<file path="src/rtl/cpu_types_pkg.sv">
// cpu_types_pkg: shared datapath types and operand/forward select encodings for the core
package cpu_types_pkg;
   localparam int WORD_BITS = 32;
   localparam int REG_BITS  = 5;
   localparam int OP_BITS   = 4;
   typedef logic [WORD_BITS-1:0] word_t;
   typedef logic [REG_BITS-1:0]  regbits_t;
   typedef logic [OP_BITS-1:0]   aluop_t;
   // Encoding 3 of the A select is reserved and behaves like SRC_ZERO
   typedef enum logic [1:0] {SRC_RS1 = 2'd0, SRC_PC = 2'd1, SRC_ZERO = 2'd2} srcA_sel_t;
   typedef enum logic {SRC_RS2 = 1'b0, SRC_IMM = 1'b1} srcB_sel_t;
   typedef enum logic [1:0] {FWD_REG = 2'd0, FWD_EXMEM = 2'd1, FWD_MEMWB = 2'd2} fwd_sel_t;
endpackage

</file>
<file path="src/rtl/forward_unit.sv">
// forward_unit: priority compare choosing EX/MEM, then MEM/WB, then register data per source; x0 never matches
module forward_unit
   import cpu_types_pkg::*;
#(
   parameter int REG_ADDR_W = 5
) (
   input  logic [REG_ADDR_W-1:0] rs1_i,
   input  logic [REG_ADDR_W-1:0] rs2_i,
   input  logic [REG_ADDR_W-1:0] exmem_rd_i,
   input  logic                  exmem_reg_write_i,
   input  logic [REG_ADDR_W-1:0] memwb_rd_i,
   input  logic                  memwb_reg_write_i,
   output fwd_sel_t              fwd_a_o,
   output fwd_sel_t              fwd_b_o
);
   logic ex_ok, wb_ok;
   assign ex_ok = exmem_reg_write_i && |exmem_rd_i;
   assign wb_ok = memwb_reg_write_i && |memwb_rd_i;
   // Youngest producer wins: EX/MEM over MEM/WB over the registered value
   always_comb begin
      fwd_a_o = (ex_ok && exmem_rd_i == rs1_i) ? FWD_EXMEM : (wb_ok && memwb_rd_i == rs1_i) ? FWD_MEMWB : FWD_REG;
      fwd_b_o = (ex_ok && exmem_rd_i == rs2_i) ? FWD_EXMEM : (wb_ok && memwb_rd_i == rs2_i) ? FWD_MEMWB : FWD_REG;
   end
endmodule

</file>
<file path="src/rtl/id_ex_stage.sv">
// id_ex_stage: ID/EX pipeline register with operand muxing, hazard stall and flush.
// ID_EX_FORWARD_EN: when defined, EX/MEM and MEM/WB forwarding plus hold refresh; otherwise
// operands come from registered data only and the stall widens to cover in-flight writers.
module id_ex_stage
   import cpu_types_pkg::*;
#(
   parameter int WORD_W     = 32,
   parameter int REG_ADDR_W = 5,
   parameter int OP_W       = 4
) (
   input  logic                  clk,
   input  logic                  nRst,
   input  logic                  in_valid,
   output logic                  in_ready,
   input  logic [REG_ADDR_W-1:0] in_rs1,
   input  logic [REG_ADDR_W-1:0] in_rs2,
   input  logic [REG_ADDR_W-1:0] in_rd,
   input  logic [WORD_W-1:0]     in_rs1_data,
   input  logic [WORD_W-1:0]     in_rs2_data,
   input  logic [WORD_W-1:0]     in_imm,
   input  logic [WORD_W-1:0]     in_pc,
   input  logic [OP_W-1:0]       in_alu_op,
   input  logic [1:0]            in_srcA_sel,
   input  logic                  in_srcB_sel,
   input  logic                  in_reg_write,
   input  logic                  in_mem_read,
   input  logic                  flush,
   input  logic                  ex_ready,
   input  logic [REG_ADDR_W-1:0] exmem_rd,
   input  logic                  exmem_reg_write,
   input  logic [WORD_W-1:0]     exmem_result,
   input  logic [REG_ADDR_W-1:0] memwb_rd,
   input  logic                  memwb_reg_write,
   input  logic [WORD_W-1:0]     memwb_result,
   output logic                  out_valid,
   output logic [WORD_W-1:0]     inputA,
   output logic [WORD_W-1:0]     inputB,
   output logic [OP_W-1:0]       ALUOp,
   output logic [REG_ADDR_W-1:0] out_rd,
   output logic                  out_reg_write,
   output logic                  out_mem_read,
   output logic [WORD_W-1:0]     out_store_data
);
   logic                  valid_q, valid_d;
   logic [REG_ADDR_W-1:0] rs1_q, rs1_d, rs2_q, rs2_d, rd_q, rd_d;
   logic [WORD_W-1:0]     rs1_data_q, rs1_data_d, rs2_data_q, rs2_data_d;
   logic [WORD_W-1:0]     imm_q, imm_d, pc_q, pc_d;
   logic [OP_W-1:0]       alu_op_q, alu_op_d;
   logic [1:0]            srcA_q, srcA_d;
   logic                  srcB_q, srcB_d;
   logic                  reg_write_q, reg_write_d, mem_read_q, mem_read_d;
   logic                  advance, hazard;
   logic [WORD_W-1:0]     rs1_fwd, rs2_fwd;
   assign advance       = !valid_q || ex_ready;
   assign in_ready      = !hazard && advance;
   assign out_valid     = valid_q;
   assign out_rd        = rd_q;
   assign ALUOp         = alu_op_q;
   assign out_reg_write = valid_q && reg_write_q;
   assign out_mem_read  = valid_q && mem_read_q;
`ifdef ID_EX_FORWARD_EN
   fwd_sel_t fwd_a, fwd_b;
   forward_unit #(.REG_ADDR_W(REG_ADDR_W)) u_fwd (
      .rs1_i            (rs1_q),
      .rs2_i            (rs2_q),
      .exmem_rd_i       (exmem_rd),
      .exmem_reg_write_i(exmem_reg_write),
      .memwb_rd_i       (memwb_rd),
      .memwb_reg_write_i(memwb_reg_write),
      .fwd_a_o          (fwd_a),
      .fwd_b_o          (fwd_b)
   );
   assign rs1_fwd = fwd_a == FWD_EXMEM ? exmem_result : fwd_a == FWD_MEMWB ? memwb_result : rs1_data_q;
   assign rs2_fwd = fwd_b == FWD_EXMEM ? exmem_result : fwd_b == FWD_MEMWB ? memwb_result : rs2_data_q;
   // Only a load held here cannot be forwarded in time
   assign hazard  = out_mem_read && |rd_q && in_valid && (in_rs1 == rd_q || in_rs2 == rd_q);
`else
   logic dep1, dep2, unused_fwd;
   assign rs1_fwd    = rs1_data_q;
   assign rs2_fwd    = rs2_data_q;
   // Without forwarding any pending writer in EX or EX/MEM must drain; MEM/WB writes through the register file
   assign dep1       = |in_rs1 && ((out_reg_write && in_rs1 == rd_q) || (exmem_reg_write && in_rs1 == exmem_rd));
   assign dep2       = |in_rs2 && ((out_reg_write && in_rs2 == rd_q) || (exmem_reg_write && in_rs2 == exmem_rd));
   assign hazard     = in_valid && (dep1 || dep2);
   assign unused_fwd = ^{memwb_rd, memwb_reg_write, exmem_result, memwb_result, rs1_q, rs2_q};
`endif
   assign inputA         = srcA_q == SRC_RS1 ? rs1_fwd : srcA_q == SRC_PC ? pc_q : '0;
   assign inputB         = srcB_q == SRC_IMM ? imm_q : rs2_fwd;
   assign out_store_data = rs2_fwd;
   // Next state: flush squashes, advance captures or inserts a bubble, hold refreshes forwarded operands
   always_comb begin
      valid_d     = valid_q;
      rs1_d       = rs1_q;
      rs2_d       = rs2_q;
      rd_d        = rd_q;
      rs1_data_d  = rs1_data_q;
      rs2_data_d  = rs2_data_q;
      imm_d       = imm_q;
      pc_d        = pc_q;
      alu_op_d    = alu_op_q;
      srcA_d      = srcA_q;
      srcB_d      = srcB_q;
      reg_write_d = reg_write_q;
      mem_read_d  = mem_read_q;
      if (flush) begin
         valid_d = 1'b0;
      end else if (advance) begin
         valid_d = in_valid && !hazard;
         if (in_valid && !hazard) begin
            rs1_d       = in_rs1;
            rs2_d       = in_rs2;
            rd_d        = in_rd;
            rs1_data_d  = in_rs1_data;
            rs2_data_d  = in_rs2_data;
            imm_d       = in_imm;
            pc_d        = in_pc;
            alu_op_d    = in_alu_op;
            srcA_d      = in_srcA_sel;
            srcB_d      = in_srcB_sel;
            reg_write_d = in_reg_write;
            mem_read_d  = in_mem_read;
         end
      end else begin
         rs1_data_d = rs1_fwd;
         rs2_data_d = rs2_fwd;
      end
   end
   // Stage registers, cleared asynchronously so a reset drops the held instruction at once
   always_ff @(posedge clk or negedge nRst) begin
      if (!nRst) begin
         valid_q     <= 1'b0;
         rs1_q       <= '0;
         rs2_q       <= '0;
         rd_q        <= '0;
         rs1_data_q  <= '0;
         rs2_data_q  <= '0;
         imm_q       <= '0;
         pc_q        <= '0;
         alu_op_q    <= '0;
         srcA_q      <= '0;
         srcB_q      <= 1'b0;
         reg_write_q <= 1'b0;
         mem_read_q  <= 1'b0;
      end else begin
         valid_q     <= valid_d;
         rs1_q       <= rs1_d;
         rs2_q       <= rs2_d;
         rd_q        <= rd_d;
         rs1_data_q  <= rs1_data_d;
         rs2_data_q  <= rs2_data_d;
         imm_q       <= imm_d;
         pc_q        <= pc_d;
         alu_op_q    <= alu_op_d;
         srcA_q      <= srcA_d;
         srcB_q      <= srcB_d;
         reg_write_q <= reg_write_d;
         mem_read_q  <= mem_read_d;
      end
   end
endmodule

</file>
<file path="config.mk">
export PLATFORM = sky130hd
export DESIGN_NAME = id_ex_stage
export DESIGN_NICKNAME = d
export VERILOG_FILES = /design/src/rtl/cpu_types_pkg.sv /design/src/rtl/forward_unit.sv /design/src/rtl/id_ex_stage.sv
export SDC_FILE = /design/constraint.sdc
export NUM_CORES = 1
export LEC_CHECK = 0
export ABC_CLOCK_PERIOD_IN_PS = 3400
export CAP_MARGIN = 5
export CORE_AREA = 2 2 135 137
export DETAILED_ROUTE_END_ITERATION = 10
export DIE_AREA = 0 0 137 139
export HOLD_SLACK_MARGIN = 0.02
export PLACE_DENSITY = 0.81
export SYNTH_ARGS = -nofsm -noshare
export SYNTH_HDL_FRONTEND = slang
export SYNTH_SLANG_ARGS = --single-unit
</file>
<file path="constraint.sdc">
create_clock -name clk -period 3.4 [get_ports clk]
set_clock_uncertainty 0.1 [all_clocks]
set_input_delay 0.68 -clock clk [delete_from_list [all_inputs] [get_ports clk]]
set_output_delay 0.68 -clock clk [all_outputs]
set_load 0.05 [all_outputs]
</file>
# == After elaboration in Yosys (flattened, before gate mapping) ==
# Index checks and enable logic that the tools add are counted.
# Widths: inputs -> output; s select.
# word_totals
reg_bits,143
out_inout_bits,109
# op_classes
n_eq_ne,5
mux,5
bitwise,1
n_reduce_logical,22
# ops
cell,count
$mux 32,3
$eq 5x5->1,4
$logic_and 1x1->1,11
$reduce_or 5->1,2
$logic_or 1x1->1,4
$reduce_and 3->1,1
$eq 2x1->1 const B,1
$logic_not 1->1,2
$logic_not 2->1,1
$mux 1,2
$reduce_bool 2->1,1
$not 1->1,1

# == Depth between registers and ports, before layout ==
# depth
word_depth,10
mapped_depth,10
depth_no_buf,7

# == Worst setup path before layout ==
# OpenSTA, ideal clock, no wires.
# synth_path
path_kind,input -> output
from,input in_rs2[1]
to,output in_ready
t_arrival_ns,2.138
t_required_ns,2.620
path_slack_ns,0.482
stages,5
path_buffers,0
path_cell_list,or4_1 -> nor2_1 -> nor3_1 -> nor4_1 -> o21a_1
# synth_via
elab_chain_len,8
elab_cells_between_ends,11
# synth_rtl
item,line_no,source
from (decl),id_ex_stage.sv:16,"input logic [REG_ADDR_W-1:0] in_rs2,"
$eq 5x5->1,id_ex_stage.sv:83,assign dep2 = |in_rs2 && ((out_reg_write && in_rs2 == rd_q) || (exmem_reg_write && in_rs2 == exmem_rd));
$logic_and 1x1->1,id_ex_stage.sv:83,
$logic_or 1x1->1,id_ex_stage.sv:83,
$logic_and 1x1->1 (*),id_ex_stage.sv:83,
$logic_or 1x1->1 (*),id_ex_stage.sv:84,assign hazard = in_valid && (dep1 || dep2);
$logic_and 1x1->1 (*),id_ex_stage.sv:84,
$logic_not 1->1 (*),id_ex_stage.sv:55,assign in_ready = !hazard && advance;
$logic_and 1x1->1 (*),id_ex_stage.sv:55,
to (decl),id_ex_stage.sv:14,"output logic in_ready,"
# Mark *: on every way between the ends. The rest lies on a longest branch, timed or not.

# == Worst setup path in the final report ==
# Ends and elaborated chain as after synthesis.

==> results.tsv <==
metric	value	unit
slowest_stage	clkdlybuf4s50_1	
postPlaceCellArea	9810	um2
period_share	96.3	%
worst_hold_path.endpoint	ALUOp[1]	
start_util	38.1	%
core	17700	um2
cp_cell_sequence	clkdlybuf4s50_1 > buf_4 > a221o_1 > nor4_2 > nor4_2 > buf_4 > o21a_1 > buf_12	
grt_pass1_wl	27300	um
port_buffers	271	
layout_commonest_cell	clkdlybuf4s50_1	
max-vdd-ir-drop	359	uV
die_x	137	um
via_count	4729	
synth_seq_cells	143	
status	complete, no violations	
maxCapViolCount	0	
timing.rr.end	ALUOp[3]	
min_path_type	reg2reg	
slew_headroom	23.2	%
numCtsBuffers	17	
finalMaxSlewViolations	0	
finalHoldViolations	0	
cpPeakStageDelay	0.43	ns
crit_fanout	3	
crit_required	2.62	ns
post_drt_wl_per_cell	17.5	um
die_y	139	um
worstSetupStartpointType	primary input	
hp-start	ALUOp[1]	
arrival	2.49	ns
viasPerCell	4.79	
area_growth	55.1	%
clk_pin_slew	0.06	ns
antenna_found_initial	0	
wirelength	17300	um
fillers	1354	
drt-met1-wl	6750	um
ant_nets	0	
cts_tree	yes	
final_area	10400	um2
cp-end-kind	primary output	
hold_depth	1	
drc	0	
dieArea	19000	um2
nNetsFinal	979	
r2r_setup_slack	0.80	ns
mostFrequentLayoutCells	clkdlybuf4s50_1, dfrtp_1, mux2_2	
fp-row-count	49	
dr.max_layer_used	met4	
cts_root_buf	clkbuf_16	
tightest_slew	1.15	ns
htree_levels	4	
fmax	306	MHz
grt_pass1_vias	5318	
synth_fp_nets	687	
syn_area	6720	um2
antennaDiodeCount	0	
gr-total-overflow	0	
grt_max_degree	72	
worstSetupPathType	in2out	
clk_path_buf_depth	2	
wl_met3	1350	um
ys_seq_area_share	53.2	%
r2r_start	out_rd[0]	
power_density	682	nW/um2
fin_total_pwr	7.11	mW
dr.pass1.iters	4	
clk_latency	0.41	ns
syn_inst	454	
gp_congestion	0.905	
leakagePower	4.58	nW
setup_viol	0	
drive_above_1_share	32.3	%
drt_iter0_drc	98	
hpwl	12600	um
period_minus_slack	3.27	ns
wl_met2	8930	um
worst-r2r-cell-count	10	
ios	342	
cts_sinks	143	
syn_avg_cell_area	14.8	um2
grt_setup_unrepaired	false	
yosysWarnings	0	
grt_util_all_layers	18.3	%
ys_types	24	
-- per-stage QoR --
step	hold slack (ns)	util (%)	cells	TNS [ns]	setup slack [ns]
global route	0.415	59.0	988	0	0.0223
finish	0.401	59.0	988	0	0.127
CTS	0.405	58.9	988	0	0.0828
detailed placement	0.389	55.6	954	-0.246	-0.0191
floorplan	0.284	-	454	0	0.482
global placement	0.380	55.6	954	-0.300	-0.0528
-- power by group --
part / internal, mW / switching [mW]
Combinational: 1.32 / 1.68
Clock: 1.05 / 0.739
Sequential: 2.05 / 0.283
-- worst max-delay path by stage --
stage | from | to | slack (ns) | cells past startpoint
after global routing | in_rs2[0] | in_ready | 0.02 | 8
final | in_rs2[1] | in_ready | 0.13 | 8
after floorplan | in_rs2[1] | in_ready | 0.48 | 5
after CTS | in_rs2[1] | in_ready | 0.08 | 8
after global placement | in_rs2[1] | in_ready | -0.05 | 8
after detailed placement | in_rs2[1] | in_ready | -0.02 | 8
-- per-layer routing --
| metal | track usage [%] | vias up |
|---|---|---|
| met1 | 20.9 | 2325 |
| met5 | 0 | - |
| li1 | - | 2193 |
| met4 | 5.59 | 0 |
| met2 | 32.4 | 191 |
| met3 | 5.52 | 20 |
-- critical path: cells and delay by family --
family | cells | cell delay [ns]
compound gates | 2 | 0.57
buf+inv | 4 | 0.87
simple gates | 2 | 0.37
-- final cells by class --
cell class / instances / area [um2] / area share [%]
sequential: 143 / 3580 / 34.4
inverter: 4 / 15.0 / 0.144
clock buffer: 20 / 457 / 4.38
timing repair buffer: 301 / 2990 / 28.7
clock inverter: 12 / 110 / 1.06
multi-input combinational: 279 / 2990 / 28.6
tap: 229 / 287 / 2.75
-- cells in the mapped netlist --
cell type / number / area, um2
buf_2: 8 / 40.0
clkbuf_1: 9 / 33.8
and2_1: 1 / 6.26
inv_1: 4 / 15.0
mux2_2: 105 / 1180
nand4_1: 2 / 12.5
xnor2_1: 15 / 131
nand4b_1: 1 / 8.76
xor2_1: 1 / 8.76
mux2_4: 69 / 1040
buf_1: 3 / 11.3
o21a_1: 1 / 7.51
o221ai_1: 2 / 17.5
mux2i_1: 32 / 320
nor3_1: 2 / 10.0
nor2_1: 34 / 128
o21ai_0: 1 / 5.00
or4_1: 2 / 15.0
nand2_1: 5 / 18.8
buf_6: 8 / 90.1
nor4_1: 3 / 18.8
a221o_1: 2 / 20.0
dfrtp_1: 143 / 3580
nand2b_1: 1 / 6.26
-- sequential cells by signal, summed over array words and instances, names as in the netlist --
register        count
imm_q              32
out_store_data     32
pc_q               32
rs1_data_q         32
out_rd              5
ALUOp               4
srcA_q              2
mem_read_q          1
out_valid           1
reg_write_q         1
srcB_q              1
-- cells by family after synthesis --
| family | share of synthesized area (%) |
|---|---|
| xor gates and xnor gates | 2.08 |
| AOI/OAI and AO/OA | 0.745 |
| buffers and inverters | 2.83 |
| muxes | 37.8 |
| DFF | 53.2 |
| and+or+nand+nor | 3.33 |
-- repair_timing --
item	in CTS	in global routing
endpoints found under the setup margin	15	1
setup buffers	1	0
hold endpoints to repair	23	0
hold buffers	1	0
resized for setup	12	3
pin swaps	6	0
Note: power is estimated with default switching activity, not from simulation.
